`config.mk`:
```
export PLATFORM = sky130hd
export DESIGN_NAME = stage_link_rx_flat
export DESIGN_NICKNAME = d
export VERILOG_FILES = /design/src/rtl/async_cpu_pkg.sv /design/src/rtl/stage_link_rx_if.sv /design/src/rtl/sync_bit.sv /design/src/rtl/stage_link_rx.sv /design/src/flat_wrapper.sv
export SDC_FILE = /design/constraint.sdc
export NUM_CORES = 1
export LEC_CHECK = 0
export BUFFER_PORTS_ARGS = -buffer_cell sky130_fd_sc_hd__buf_2
export CORE_UTILIZATION = 45
export DETAILED_ROUTE_END_ITERATION = 10
export GPL_TIMING_DRIVEN = 1
export PLACE_DENSITY = 0.68
export SKIP_CTS_REPAIR_TIMING = 1
export SYNTH_ARGS = -nofsm -noshare
export SYNTH_HDL_FRONTEND = slang
export SYNTH_SLANG_ARGS = --single-unit
```
`constraint.sdc`:
```
create_clock -name clk -period 5.65 [get_ports clk]
set_input_delay 0.2825 -clock clk [delete_from_list [all_inputs] [get_ports clk]]
set_output_delay 0.2825 -clock clk [all_outputs]
set_load 0.01 [all_outputs]
```
`src/rtl/async_cpu_pkg.sv`:
```
// Shared types and defaults for the stage-to-stage 4-phase bundled-data links.
package async_cpu_pkg;

    typedef enum logic [1:0] {
        IDLE     = 2'd0,
        CAPTURE  = 2'd1,
        WAIT_LOW = 2'd2
    } link_state_t;

    localparam int LINK_DATA_W      = 32;
    localparam int LINK_SYNC_STAGES = 2;
    localparam int LINK_DEPTH       = 2;
    localparam int LINK_XFER_W      = 8;

endpackage

```
`src/rtl/stage_link_rx_if.sv`:
```
// Bundle of the upstream req/ack/data channel and the local valid/ready output.
interface stage_link_rx_if
    import async_cpu_pkg::*;
#(
    parameter int DATA_W = LINK_DATA_W,
    parameter int DEPTH  = LINK_DEPTH
);

    // Upstream: 4-phase; data_in is stable from req_in rise until ack_out rise.
    // Local: a word transfers on every edge where out_valid && out_ready are
    // both high; out_valid never depends on out_ready, and out_ready while
    // out_valid is low has no effect.
    logic                    req_in;
    logic [DATA_W-1:0]       data_in;
    logic                    ack_out;
    logic                    out_valid;
    logic                    out_ready;
    logic [DATA_W-1:0]       out_data;
    logic [$clog2(DEPTH):0]  fill_level;
    logic [LINK_XFER_W-1:0]  xfer_count;

    modport master (
        output req_in, data_in, out_ready,
        input  ack_out, out_valid, out_data, fill_level, xfer_count
    );

    modport slave (
        input  req_in, data_in, out_ready,
        output ack_out, out_valid, out_data, fill_level, xfer_count
    );

endinterface

```
`src/rtl/sync_bit.sv`:
```
// N-flop single-bit synchroniser; also used on the transmit side for ack.
module sync_bit #(
    parameter int STAGES = 2
) (
    input  logic clk,
    input  logic reset,
    input  logic d,
    output logic q
);

    logic [STAGES-1:0] chain;

    always_ff @(posedge clk or posedge reset) begin
        if (reset) begin
            chain <= '0;
        end else begin
            chain <= {chain[STAGES-2:0], d};
        end
    end

    assign q = chain[STAGES-1];

endmodule

```
`src/rtl/stage_link_rx.sv`:
```
// Receive end of a 4-phase bundled-data link: sync req, capture word, ack,
// and buffer words in a small FIFO drained through valid/ready.
module stage_link_rx
    import async_cpu_pkg::*;
#(
    parameter int DATA_W      = LINK_DATA_W,
    parameter int SYNC_STAGES = LINK_SYNC_STAGES,
    parameter int DEPTH       = LINK_DEPTH
) (
    input  logic               clk,
    input  logic               reset,
    stage_link_rx_if.slave     link,
    output link_state_t        state
);

    localparam int PTR_W = $clog2(DEPTH);
    localparam int CNT_W = PTR_W + 1;

    logic                     req_s;
    link_state_t              state_q, state_d;
    logic                     ack_q, ack_d;
    logic [PTR_W-1:0]         wr_q, wr_d;
    logic [PTR_W-1:0]         rd_q, rd_d;
    logic [CNT_W-1:0]         count_q, count_d;
    logic [DATA_W-1:0]        head_q, head_d;
    logic [LINK_XFER_W-1:0]   xfer_q;
    logic [DATA_W-1:0]        mem [DEPTH];
    logic                     wr_en;
    logic                     pop;
    logic                     has_room;

    sync_bit #(
        .STAGES (SYNC_STAGES)
    ) u_req_sync (
        .clk   (clk),
        .reset (reset),
        .d     (link.req_in),
        .q     (req_s)
    );

    // The room decision uses the pre-edge count, so a pop in the same cycle
    // only helps on the following cycle.
    assign has_room = (count_q < CNT_W'(DEPTH));
    assign wr_en    = (state_q == CAPTURE);
    assign pop      = (count_q != '0) && link.out_ready;

    always_ff @(posedge clk or posedge reset) begin
        if (reset) begin
            state_q <= IDLE;
            ack_q   <= 1'b0;
        end else begin
            state_q <= state_d;
            ack_q   <= ack_d;
        end
    end

    always_comb begin
        state_d = state_q;
        ack_d   = ack_q;
        case (state_q)
            IDLE: begin
                ack_d = 1'b0;
                if (req_s && has_room) begin
                    state_d = CAPTURE;
                end
            end
            CAPTURE: begin
                ack_d   = 1'b1;
                state_d = WAIT_LOW;
            end
            WAIT_LOW: begin
                ack_d = 1'b1;
                if (!req_s) begin
                    ack_d   = 1'b0;
                    state_d = IDLE;
                end
            end
            default: begin
                ack_d   = 1'b0;
                state_d = IDLE;
            end
        endcase
    end

    always_comb begin
        wr_d    = wr_q + PTR_W'(wr_en);
        rd_d    = rd_q + PTR_W'(pop);
        count_d = count_q + CNT_W'(wr_en) - CNT_W'(pop);
        head_d  = head_q;
        // A word written into an empty (or just-emptied) FIFO is the new head.
        if (count_d != '0) begin
            if (wr_en && (wr_q == rd_d)) begin
                head_d = link.data_in;
            end else begin
                head_d = mem[rd_d];
            end
        end
    end

    always_ff @(posedge clk or posedge reset) begin
        if (reset) begin
            wr_q    <= '0;
            rd_q    <= '0;
            count_q <= '0;
            head_q  <= '0;
            xfer_q  <= '0;
        end else begin
            wr_q    <= wr_d;
            rd_q    <= rd_d;
            count_q <= count_d;
            head_q  <= head_d;
            if (wr_en) begin
                xfer_q <= xfer_q + 1'b1;
            end
        end
    end

    always_ff @(posedge clk) begin
        if (wr_en) begin
            mem[wr_q] <= link.data_in;
        end
    end

    assign link.ack_out    = ack_q;
    assign link.out_valid  = (count_q != '0);
    assign link.out_data   = head_q;
    assign link.fill_level = count_q;
    assign link.xfer_count = xfer_q;
    assign state           = state_q;

endmodule
```
`src/flat_wrapper.sv`:
```
// flat-port wrapper written by rule: the top's interface ports become plain ports
module stage_link_rx_flat import async_cpu_pkg::*;
#(
    parameter int DATA_W      = LINK_DATA_W,
    parameter int SYNC_STAGES = LINK_SYNC_STAGES,
    parameter int DEPTH       = LINK_DEPTH
)
  (clk, reset, state, link_req_in, link_data_in, link_out_ready, link_ack_out, link_out_valid, link_out_data, link_fill_level, link_xfer_count);
  stage_link_rx_if #(.DATA_W(DATA_W), .DEPTH(DEPTH)) link_i ();
  input  logic clk;
  input  logic reset;
  output link_state_t state;
  input wire logic [$bits(link_i.req_in)-1:0] link_req_in;
  input wire logic [$bits(link_i.data_in)-1:0] link_data_in;
  input wire logic [$bits(link_i.out_ready)-1:0] link_out_ready;
  output wire logic [$bits(link_i.ack_out)-1:0] link_ack_out;
  output wire logic [$bits(link_i.out_valid)-1:0] link_out_valid;
  output wire logic [$bits(link_i.out_data)-1:0] link_out_data;
  output wire logic [$bits(link_i.fill_level)-1:0] link_fill_level;
  output wire logic [$bits(link_i.xfer_count)-1:0] link_xfer_count;
  assign link_i.req_in = link_req_in;
  assign link_i.data_in = link_data_in;
  assign link_i.out_ready = link_out_ready;
  assign link_ack_out = link_i.ack_out;
  assign link_out_valid = link_i.out_valid;
  assign link_out_data = link_i.out_data;
  assign link_fill_level = link_i.fill_level;
  assign link_xfer_count = link_i.xfer_count;
  stage_link_rx #(.DATA_W(DATA_W), .SYNC_STAGES(SYNC_STAGES), .DEPTH(DEPTH)) u_core (.clk(clk), .reset(reset), .link(link_i), .state(state));
endmodule
```
==> results.md, run 1 <==
* Critical path arrival at 3.02 ns
* Worst setup SP type: register
* Leak at roughly 2.6 nW
* Die Y at between 100 and 150 microns
* Final WL at 9540 microns
* Final min period at 2.60 ns
* Main combinational cell family by area after synthesis: simple AND/OR/NAND/NOR gates
* Final Cell Area at between 0.005 and 0.006 sq mm
* Synthesized cell area at between 0.004 and 0.005 sq mm
* Met1 global-route usage at between 20% and 30%
* PnR worst setup slack at 3.05 ns
* M2 GR Usage at 30.9%
* Nets at between 500 and 600
* Starting density of the core at 46.3%
* Mean Syn Cell Area at around 12 sq um
* WHS at 0.190 ns
* Antenna-violating nets left at 0
* Setup_tns at 0 ns
* IO buf count at 81
* Mux share of post-synthesis cell area at 0.718%
* Number of diodes at 0
* Clock Skews at 0.0154 ns
* Worst slew margin at 32.4%
* First-pass GRT wire length at 14500 microns
* Crit-path cells: inv_1 -> ha_1 -> ha_1 -> nor2_1 -> mux2i_4 -> o21ai_1 -> o21ai_1
* Synth unique cells at 30
* GRT busiest layer: met2
* Max cap viols at 0
* Worst path slowest cell: mux2i_4
* Via/cell ratio at roughly 5
* Vias in the first global route at 3020
* Final Util at around 60%
* Commonest non-fill, non-tap cell in the layout: nand2_1
* Final-report setup violation count at 0
* DRC viols at 0
* Cells after synthesis at around 380
* Root Driver: clkbuf_8
* Gr ovfl total at 0
* RSZ-0062 raised after global routing: false
* Share of layout cells above drive strength 1 at 24.2%
* Clock latency on the worst-skew pair at 0.51 ns
* Worst EP required at roughly 6.1 ns
* Routed WL per cell at 14.9 microns
* Status: finished clean
* Core area at 0.00977 sq mm
* Placed Area at 0.00506 sq mm
* Die Span X at slightly above 100 microns
* Synth Area in Adders at 1.93%
* Cts bufs inserted at 17
* Number of cell rows at 36
* Post-synthesis compound-gate area fraction at 8.56%
* Ranking of synthesized cells by area: edfxtp_1 (42%), dfrtp_1 (27%), nand2_1 (8.1%), o21ai_1 (7.1%), and3_1 (4.4%)
* Pre-CTS WS at 3.07 ns
* Register area share after synthesis at ~70%
* Antenna violations before repair at 0
* Period utilization at approximately 46%
* Area Overhead vs Synth at 30.7%
* Yosys top cell by area: edfxtp_1
* Critical path fanouts, max at 32
* TritonCTS clock tree: built
* Syn Nets at between 400 and 500
* DR vias at 3249
* FMAX at 384 MHz
* Share of the synthesized area in the top cell type at 42.4%
* Final hold violation count at 0
* Routability Congestion at about 0.73
* Pin count of the biggest net entering global routing at 50
* Total die area at roughly 0.010 sq mm
* Grt met3 use at between 5 and 6%
* CTS max path bufs at 2
* Initial DRC count at 123
* Worst path max stage delay at 0.78 ns
* Post-Synth Simple-Gate Area at 14.5%
* PD cells at 611 mW/mm^2
* Setup Crit Path Kind: reg -> reg
* Global-route usage over all layers at 19.0%
* Commonest non-fill, non-tap cells in the layout: nand2_1 (98), buf_2 (81), o21ai_1 (64), edfxtp_1 (64), dfrtp_1 (49)
* Least-Margin Pin Slew at 0.992 ns
* Setup crit end kind: register
* Clk pin slew, worst setup/hold paths at 0.05 ns
* Detailed Routing Iterations Pass 1 at 7
* H-tree Lvls at 4
* Yosys warning total at 0
* XOR/XNOR share of the synthesized area at between 2 and 2.5%
* Fin. max-slew vios at 0
* Worst VDD drop at 0.300 mV
* I/O pin count at 82
* Clock sinks at around 110
* Register bit count reported by yosys at about 110
* Dpl hpwl at 5300 microns
* Worst Hold Class: in -> reg
[flip-flops by register name, indices dropped and copies added (netlist names)]
signal and flops:
u_core.u_req_sync.chain 2, u_core.link.fill_level 2, u_core.link.ack_out 1, u_core.rd_q 1, u_core.mem 64, u_core.link.xfer_count 8, u_core.link.out_data 32, u_core.state 2
u_core.wr_q 1
[synthesized netlist by cell type, drive strengths merged]
library cell	number
a21boi	1
a21o	1
a21oi	2
a22o	1
and2	1
and3	32
buf	12
clkbuf	7
dfrtp	49
edfxtp	64
ha	7
inv	7
mux2	2
mux2i	1
nand2	98
nand3	4
nand4	2
nor2	5
nor2b	3
nor3b	1
o21ai	67
or2	1
xnor2	5
xor2	5
[area by class of cell]
type                       instances  area, sq um
sequential                       113         3150
timing repair buffer             118          768
tap                              133          166
fill                             803         3860
inverter                           7         26.3
clock buffer                      26          488
clock inverter                     6         31.3
multi-input combinational        239         1290
[path summary, 6_finish.rpt]
check / start / to / slack, ns / cells past startpoint
min: link_out_ready / u_core.link.fill_level[1] / 0.19 / 3
min reg2reg: u_core.u_req_sync.chain[0] / u_core.u_req_sync.chain[1] / 0.35 / 0
max reg2reg: u_core.state[1] / u_core.link.out_data[16] / 3.05 / 7
max: u_core.state[1] / u_core.link.out_data[16] / 3.05 / 7
min in group asynchronous: reset / u_core.link.out_data[10] / 0.50 / 4
max in group asynchronous: reset / u_core.link.out_data[11] / 4.69 / 4
[critical path, delay by kind of cell, from the launching register on]
kind / cells / cell delay [ns]
muxes: 1 / 0.78
adders and majority gates: 2 / 0.77
DFF: 1 / 0.39
AOI/OAI and AO/OA: 2 / 0.38
buffers and inverters: 1 / 0.10
and+or+nand+nor: 1 / 0.10
[routing by layer]
layer  vias to the layer above  share of wire, %  routed length, microns
li1                       1560                 -                       -
met1                      1565                45                    4250
met2                       115                48                    4610
met3                         9               6.5                     618
met4                         0              0.58                      55
met5                         -                 0                       0
[through the flow]
| step | instances | total power, W |
|---|---|---|
| after global routing | 642 | 0.00388 |
| after detailed placement | 576 | 0.00270 |
| after CTS | 608 | 0.00363 |
| after global placement | 576 | 0.00265 |
| after floorplan | 378 | 0.00227 |
| final | 642 | 0.00361 |
[cell families (layout without fill, tap and decap cells)]
kind of cell	count (synthesis)	count (layout)
AOI/OAI and AO/OA	72	72
xor gates and xnor gates	10	10
adders and majority gates	7	7
buffers and inverters	26	157
DFF	113	113
muxes	3	3
and+or+nand+nor	147	147
[where the power goes]
part	internal, W	switching [W]
Clock	0.000580	0.000337
Combinational	0.000542	0.000867
Sequential	0.00115	0.000135
(Power assumes the default switching activity.)
==> run 2, diff against run 1 <==
PLACE_DENSITY = 0.7   (was 0.68)
clock period = 2.1 ns   (was 5.65 ns; I/O delays follow)
==> results.md, run 2 (synthesis gave the netlist of run 1 again) <==
* Status: finished clean
* First-pass GRT wire length at 15100 microns (+4.5%)
* Worst Hold Class: in -> reg
* Worst path slowest cell: inv_2
* Core area at 0.00977 sq mm (unchanged)
* Area Overhead vs Synth at 35.0%
* Clock Skews at 0.00736 ns (-0.00801 ns)
* PD cells at 1700 mW/mm^2 (+180%)
* Number of diodes at 0 (unchanged)
* WHS at 0.0227 ns (-0.167 ns)
* Clk pin slew, worst setup/hold paths at 0.05 ns (about the same)
* Initial DRC count at 145 (+18%)
* Fillers at 782 (-2.6%)
* Pre-CTS WS at 0.0107 ns (-3.06 ns)
* Worst Hold Depth at 3 (unchanged)
* Cts bufs inserted at 17 (unchanged)
* Total die area at 0.0105 sq mm (unchanged)
* H-tree Lvls at 4 (unchanged)
* Period utilization at 92.6% (+46 points)
* I/O pin count at 82 (unchanged)
* Least-Margin Pin Slew at 0.656 ns (-0.337 ns)
* Post-route insts no fill at 654 (+1.9%)
* Min-delay src: link_out_ready
* Global-route usage over all layers at 19.9% (+0.85 points)
* Clock latency on the worst-skew pair at 0.51 ns (about the same)
* Worst EP required at 2.53 ns (-3.54 ns)
* Root Driver: clkbuf_8
* Share of layout cells above drive strength 1 at 26.1% (+1.9 points)
* Flop-to-flop setup slack at 0.16 ns (-2.89 ns)
* Dpl hpwl at 5860 microns (+11%)
* Routability Congestion at 0.777 (+5.8%)
* DRC viols at 0 (unchanged)
* Setup crit end kind: register
* DP Cell Count at 588 (+2.1%)
* Max reg flops at 64 (unchanged)
* Final Util at 62.6% (+2.0 points)
* Area of all sequential standard cells at 0.00315 sq mm (unchanged)
* Worst R2R Start: u_core.link.fill_level[1]
* Detailed Routing Iterations Pass 1 at 4 (-3)
* Worst VDD drop at 0.988 mV (+230%)
* Setup Crit Path Kind: reg -> reg
* Final hold violation count at 0 (unchanged)
* Commonest non-fill, non-tap cells in the layout: nand2_1 (98), buf_2 (81), o21ai_1 (64), edfxtp_1 (64), dfrtp_1 (49)
* Via/cell ratio at 5.01 (-0.99%)
* Starting density of the core at 46.3% (unchanged)
* Biggest register: u_core.mem
* Max cap viols at 0 (unchanged)
* Gr ovfl total at 0 (unchanged)
* Critical path fanouts, max at 33 (+3.1%)
* Area occupied by multi-input gates at 0.00129 sq mm (+0.29%)
* Clock sinks at 113 (unchanged)
* Final-report setup violation count at 0 (unchanged)
* DR vias at 3277 (+0.86%)
* R2r endpoint: u_core.link.out_data[21]
* RSZ-0062 raised after global routing: false
* Final WL at 9740 microns (+2.1%)
* Nets at 551 (+2.2%)
* Routed WL per cell at 14.9 microns (+0.25%)
* Leak at 2.66 nW (+4.0%)
* Worst path max stage delay at 0.50 ns (-0.28 ns)
* IO buf count at 81 (unchanged)
* Die Y at 102 microns (unchanged)
* Critical path arrival at 2.38 ns (-0.64 ns)
* Fin. max-slew vios at 0 (unchanged)
* Vias in the first global route at 3106 (+2.8%)
* WHS Endpoint: u_core.link.fill_level[1]
* Antenna violations before repair at 0 (unchanged)
* Pin count of the biggest net entering global routing at 39 (-22%)
* Crit-path cells: o21ai_2 -> xor2_4 -> inv_2 -> nand2_1 -> and3_1 -> o21ai_1
* TritonCTS clock tree: built
* Commonest non-fill, non-tap cell in the layout: nand2_1
* Final Cell Area at 0.00612 sq mm (+3.3%)
* FMAX at 514 MHz (+34%)
* Worst setup SP type: register
* Placed Area at 0.00515 sq mm (+1.8%)
* Worst slew margin at 56.2% (+24 points)
* Final min period at 1.94 ns (-0.659 ns)
* Die Span X at 102 microns (unchanged)
* CTS max path bufs at 2 (unchanged)
* R2r worst-path depth at 6 (-1)
* Antenna-violating nets left at 0 (unchanged)
* PnR worst setup slack at 0.156 ns (-2.89 ns)
* Number of cell rows at 36 (unchanged)
[run 2: cell types whose count changed in the layout (fill, tap and decap cells not counted), sizes merged]
cell	delta
inv	-1
clkinvlp	+2
clkbuf	-6
bufinv	+5
buf	+12
[run 2: stage by stage]
step                      power (W)  setup TNS, ns
final                        0.0104              0
after floorplan             0.00611              0
after global placement      0.00723              0
after CTS                    0.0104         -0.197
after global routing         0.0111              0
after detailed placement    0.00740              0
[run 2: power by group]
part           total (W)  internal [W]  switching, W
registers        0.00346       0.00309      0.000361
logic            0.00396       0.00158       0.00238
clock network    0.00300       0.00206      0.000938
[run 2: area by class of cell]
| cell class | instances | area share (%) |
|---|---|---|
| clock buffers | 20 | 7.12 |
| clock inverters | 12 | 3.07 |
| inverters | 7 | 0.430 |
| multi-input cells | 239 | 21.2 |
| flip-flops and latches | 113 | 51.5 |
| well taps | 133 | 2.72 |
| repair buffers | 130 | 14.0 |
[run 2: worst max path at each step]
stage	start	end	slack [ns]
2_1_floorplan	u_core.state[1]	u_core.mem[0][0]	0.14
3_3_place_gp	u_core.state[0]	u_core.link.out_data[22]	0.11
3_5_place_dp	u_core.state[1]	u_core.link.out_data[31]	0.01
4_1_cts	u_core.state[1]	u_core.link.out_data[10]	-0.04
5_1_grt	u_core.link.fill_level[0]	u_core.link.out_data[10]	0.05
6_report	u_core.link.fill_level[1]	u_core.link.out_data[21]	0.16
[run 2: routing by layer]
| layer | vias up | wire, microns | GRT usage (%) |
|---|---|---|---|
| met5 | - | 0 | 0 |
| met4 | 0 | 101 | 9.45 |
| met3 | 8 | 644 | 6.50 |
| met2 | 119 | 4760 | 31.1 |
| met1 | 1575 | 4240 | 25.0 |
| li1 | 1575 | - | - |
[run 2: critical path: cells and delay by family, from the launching register on]
| kind | cells | cell delay, ns |
|---|---|---|
| AND/OR/NAND/NOR | 2 | 0.35 |
| XOR/XNOR | 1 | 0.12 |
| flip-flops | 1 | 0.45 |
| buffers and inverters | 1 | 0.50 |
| AO/OA/AOI/OAI | 2 | 0.44 |
==> run 3, diff against run 2 <==
ABC_AREA = 1   (was not set)
CTS_CLUSTER_SIZE = 28   (was not set)
PLACE_DENSITY = 0.67   (was 0.7)
clock period = 2.5 ns   (was 2.1 ns; I/O delays follow)
==> results.md, run 3 <==
* P_sw at 0.00360 W (-2.2%)
* Comb power frac at 39.3% (+1.2 points)
* Cell mode on critical path: nand2_1
* Synth unique cells at 23 (-23%)
* Worst R2R Start: u_core.state[1]
* Period utilization at 81.6% (-11 points)
* Worst VDD drop at 0.888 mV (-10%)
* Pin count of the biggest net entering global routing at 47 (+21%)
* TritonCTS clock tree: built
* Routed WL per cell at 14.4 microns (-3.5%)
* Setup_tns at 0 ns (unchanged)
* Worst Hold Class: in -> reg
* FMAX at 490 MHz (-4.7%)
* Via/cell ratio at 4.88 (-2.6%)
* Number of cell rows at 38 (+5.6%)
* DR vias at 3727 (+14%)
* Worst EP required at 2.93 ns (+0.40 ns)
* Commonest non-fill, non-tap cell in the layout: nand2_1
* Share of the synthesized area in the top cell type at 38.3% (-4.1 points)
* Worst path slowest cell: inv_2
* Top FF cell, synth: edfxtp_1
* Antenna violations before repair at 0 (unchanged)
* Final hold violation count at 0 (unchanged)
* Worst path max stage delay at 0.46 ns (-0.04 ns)
* CTS max path bufs at 2 (unchanged)
* Mean Syn Cell Area at 10.2 sq um (-15%)
* Int Pwr at 0.00603 W (-10%)
* Yosys top cell by area: edfxtp_1
* Clock Skews at 0.0140 ns (+0.00659 ns)
* Final min period at 2.04 ns (+0.0954 ns)
* Final WL at 11000 microns (+13%)
* Final-report setup violation count at 0 (unchanged)
* Switching share of power at 37.4% (+2.0 points)
* PD cells at 1470 mW/mm^2 (-14%)
* Clock latency on the worst-skew pair at 0.51 ns (about the same)
* R2r endpoint: u_core.link.out_data[30]
* IO buf count at 81 (unchanged)
* R2r worst-path depth at 8 (+2)
* Root Driver: clkbuf_8
* Synthesized cell area at 0.00502 sq mm (+11%)
* I/O pin count at 82 (unchanged)
* Number of diodes at 0 (unchanged)
* Vias in the first global route at 3687 (+19%)
* Crit-path cells: inv_1 -> ha_2 -> ha_1 -> xor2_1 -> nand2_1 -> inv_2 -> nand2_1 -> nand2_1
* Cells after synthesis at 491 (+30%)
* Max reg flops at 64 (unchanged)
* Global-route usage over all layers at 20.6% (+0.79 points)
* Starting density of the core at 46.3% (about the same)
* Area Overhead vs Synth at 30.7%
* Syn Nets at 534 (+27%)
* Design Power at 0.00963 W (-7.5%)
* Die Y at 108 microns (+5.2%)
* Setup Crit Path Kind: reg -> reg
* Least-Margin Pin Slew at 0.862 ns (+0.206 ns)
* Ranking of synthesized cells by area: edfxtp_1 (38%), dfrtp_1 (24%), nand2_1 (9.6%), inv_1 (6.1%), nand4_1 (4.1%)
* First-pass GRT wire length at 17900 microns (+18%)
* Power share of the clock group at 29.4% (+0.6 points)
* Dpl hpwl at 6650 microns (+14%)
* Status: finished clean
* Gr ovfl total at 0 (unchanged)
* Core area at 0.0108 sq mm (+11%)
* Asr flop ratio synth at 43.4% (unchanged)
* Critical path fanouts, max at 32 (-3.0%)
* Detailed Routing Iterations Pass 1 at 6 (+2)
* Max cap viols at 0 (unchanged)
* Fin. max-slew vios at 0 (unchanged)
* Clk pin slew, worst setup/hold paths at 0.05 ns (about the same)
* Biggest register: u_core.mem
* Leak at 3.14 nW (+18%)
* Total die area at 0.0116 sq mm (+11%)
* Routability Congestion at 0.759 (-2.4%)
* WHS at 0.0702 ns (+0.0475 ns)
* Cts bufs inserted at 17 (unchanged)
* WHS Endpoint: u_core.link.fill_level[1]
* Commonest non-fill, non-tap cells in the layout: nand2_1 (129), buf_2 (81), inv_1 (80)
* RSZ-0062 raised after global routing: false
* Clock sinks at 113 (unchanged)
* Antenna-violating nets left at 0 (unchanged)
* Count leader, synth: nand2_1
* Flop-to-flop setup slack at 0.46 ns (+0.30 ns)
* Yosys warning total at 0 (unchanged)
* Die Span X at 108 microns (+5.2%)
* Initial DRC count at 123 (-15%)
* Critical path arrival at 2.47 ns (+0.09 ns)
* Post-synth top cells: nand2_1 (129), inv_1 (81), edfxtp_1 (64)
* Register area share after synthesis at 62.7% (-6.8 points)
* Nets at 654 (+19%)
* DRC viols at 0 (unchanged)
* Min-delay src: link_out_ready
* Number of flops mapped to enable cells by yosys at 64 (unchanged)
* Setup crit end kind: register
* H-tree Lvls at 4 (unchanged)
* Worst slew margin at 42.5% (-14 points)
* Worst Hold Depth at 5 (+2)
* Worst setup SP type: register
* Share of layout cells above drive strength 1 at 24.2% (-1.9 points)
* Register bit count reported by yosys at 113 (unchanged)
* Sequential power share at 31.3% (-1.9 points)
==> run 3: cell count changes in the layout (fill, tap and decap cells not counted), sizes merged, moves of 3 or more <==
cell | previous run | this run
xnor2 | 5 | 1
inv | 7 | 83
nand3 | 4 | 38
and3 | 32 | 0
nor2 | 5 | 1
clkinv | 5 | 2
bufinv | 5 | 8
buf | 96 | 93
nand2 | 98 | 142
o21ai | 67 | 36
nor2b | 3 | 0
nand4 | 2 | 33
==> run 3: kinds of logic (layout without fill, tap and decap cells) <==
logic type | count (synthesis) | in the layout | synth area share [%]
buffers and inverters | 109 | 242 | 9.92
xor gates and xnor gates | 8 | 8 | 1.40
DFF | 113 | 113 | 62.7
adders and majority gates | 7 | 7 | 1.74
and+or+nand+nor | 216 | 216 | 19.7
AOI/OAI and AO/OA | 38 | 38 | 4.49
==> run 3: layout make-up <==
cell class / instances / area [sq um]
Multi-Input combinational cell: 269 / 1380
Inverter: 83 / 312
Tap cell: 140 / 175
Clock inverter: 11 / 256
Clock buffer: 21 / 439
Timing Repair Buffer: 127 / 848
Fill cell: 906 / 4280
Sequential cell: 113 / 3150
==> run 3: worst max-delay path by stage <==
| stage | start | end | slack, ns | cells after the start |
|---|---|---|---|---|
| 2_1_floorplan | u_core.state[1] | u_core.mem[0][0] | 0.49 | 3 |
| 3_3_place_gp | u_core.state[1] | u_core.link.out_data[13] | 0.58 | 8 |
| 3_5_place_dp | u_core.state[1] | u_core.link.out_data[30] | 0.49 | 8 |
| 4_1_cts | u_core.state[1] | u_core.link.out_data[30] | 0.47 | 8 |
| 5_1_grt | u_core.state[1] | u_core.link.out_data[30] | 0.20 | 8 |
| 6_report | u_core.state[1] | u_core.link.out_data[30] | 0.46 | 8 |
==> run 3: worst max-delay path, delay by kind of cell (launching register included) <==
family | cells | cell delay [ns]
fa+ha+maj | 2 | 0.50
buf+inv | 2 | 0.56
xor+xnor | 1 | 0.17
simple gates | 3 | 0.32
flops | 1 | 0.40
==> run 3: stage by stage <==
step | util [%] | setup slack [ns] | area [sq um] | instances
after floorplan | - | 0.487 | 5020 | 491
after global placement | 51.0 | 0.583 | 5520 | 698
after detailed placement | 51.0 | 0.493 | 5520 | 698
after CTS | 57.4 | 0.473 | 6220 | 730
after global routing | 60.5 | 0.205 | 6560 | 764
final | 60.5 | 0.460 | 6560 | 764
==> run 3: power by group through the flow <==
stage                     sequential, W  clock, W  combinational, W
final                           0.00302   0.00283           0.00378
after floorplan                 0.00319         0           0.00264
after detailed placement        0.00304         0           0.00376
after global routing            0.00308   0.00297           0.00429
after global placement          0.00303         0           0.00365
after CTS                       0.00301   0.00288           0.00379
==> run 3: layer usage <==
layer  vias up  global-route usage, %  routed length [microns]
met2        95                   35.1                     5550
met4         0                   7.24                       98
met5         -                      0                        0
li1       1846                      -                        -
met3         7                   5.75                      446
met1      1779                   25.1                     4890
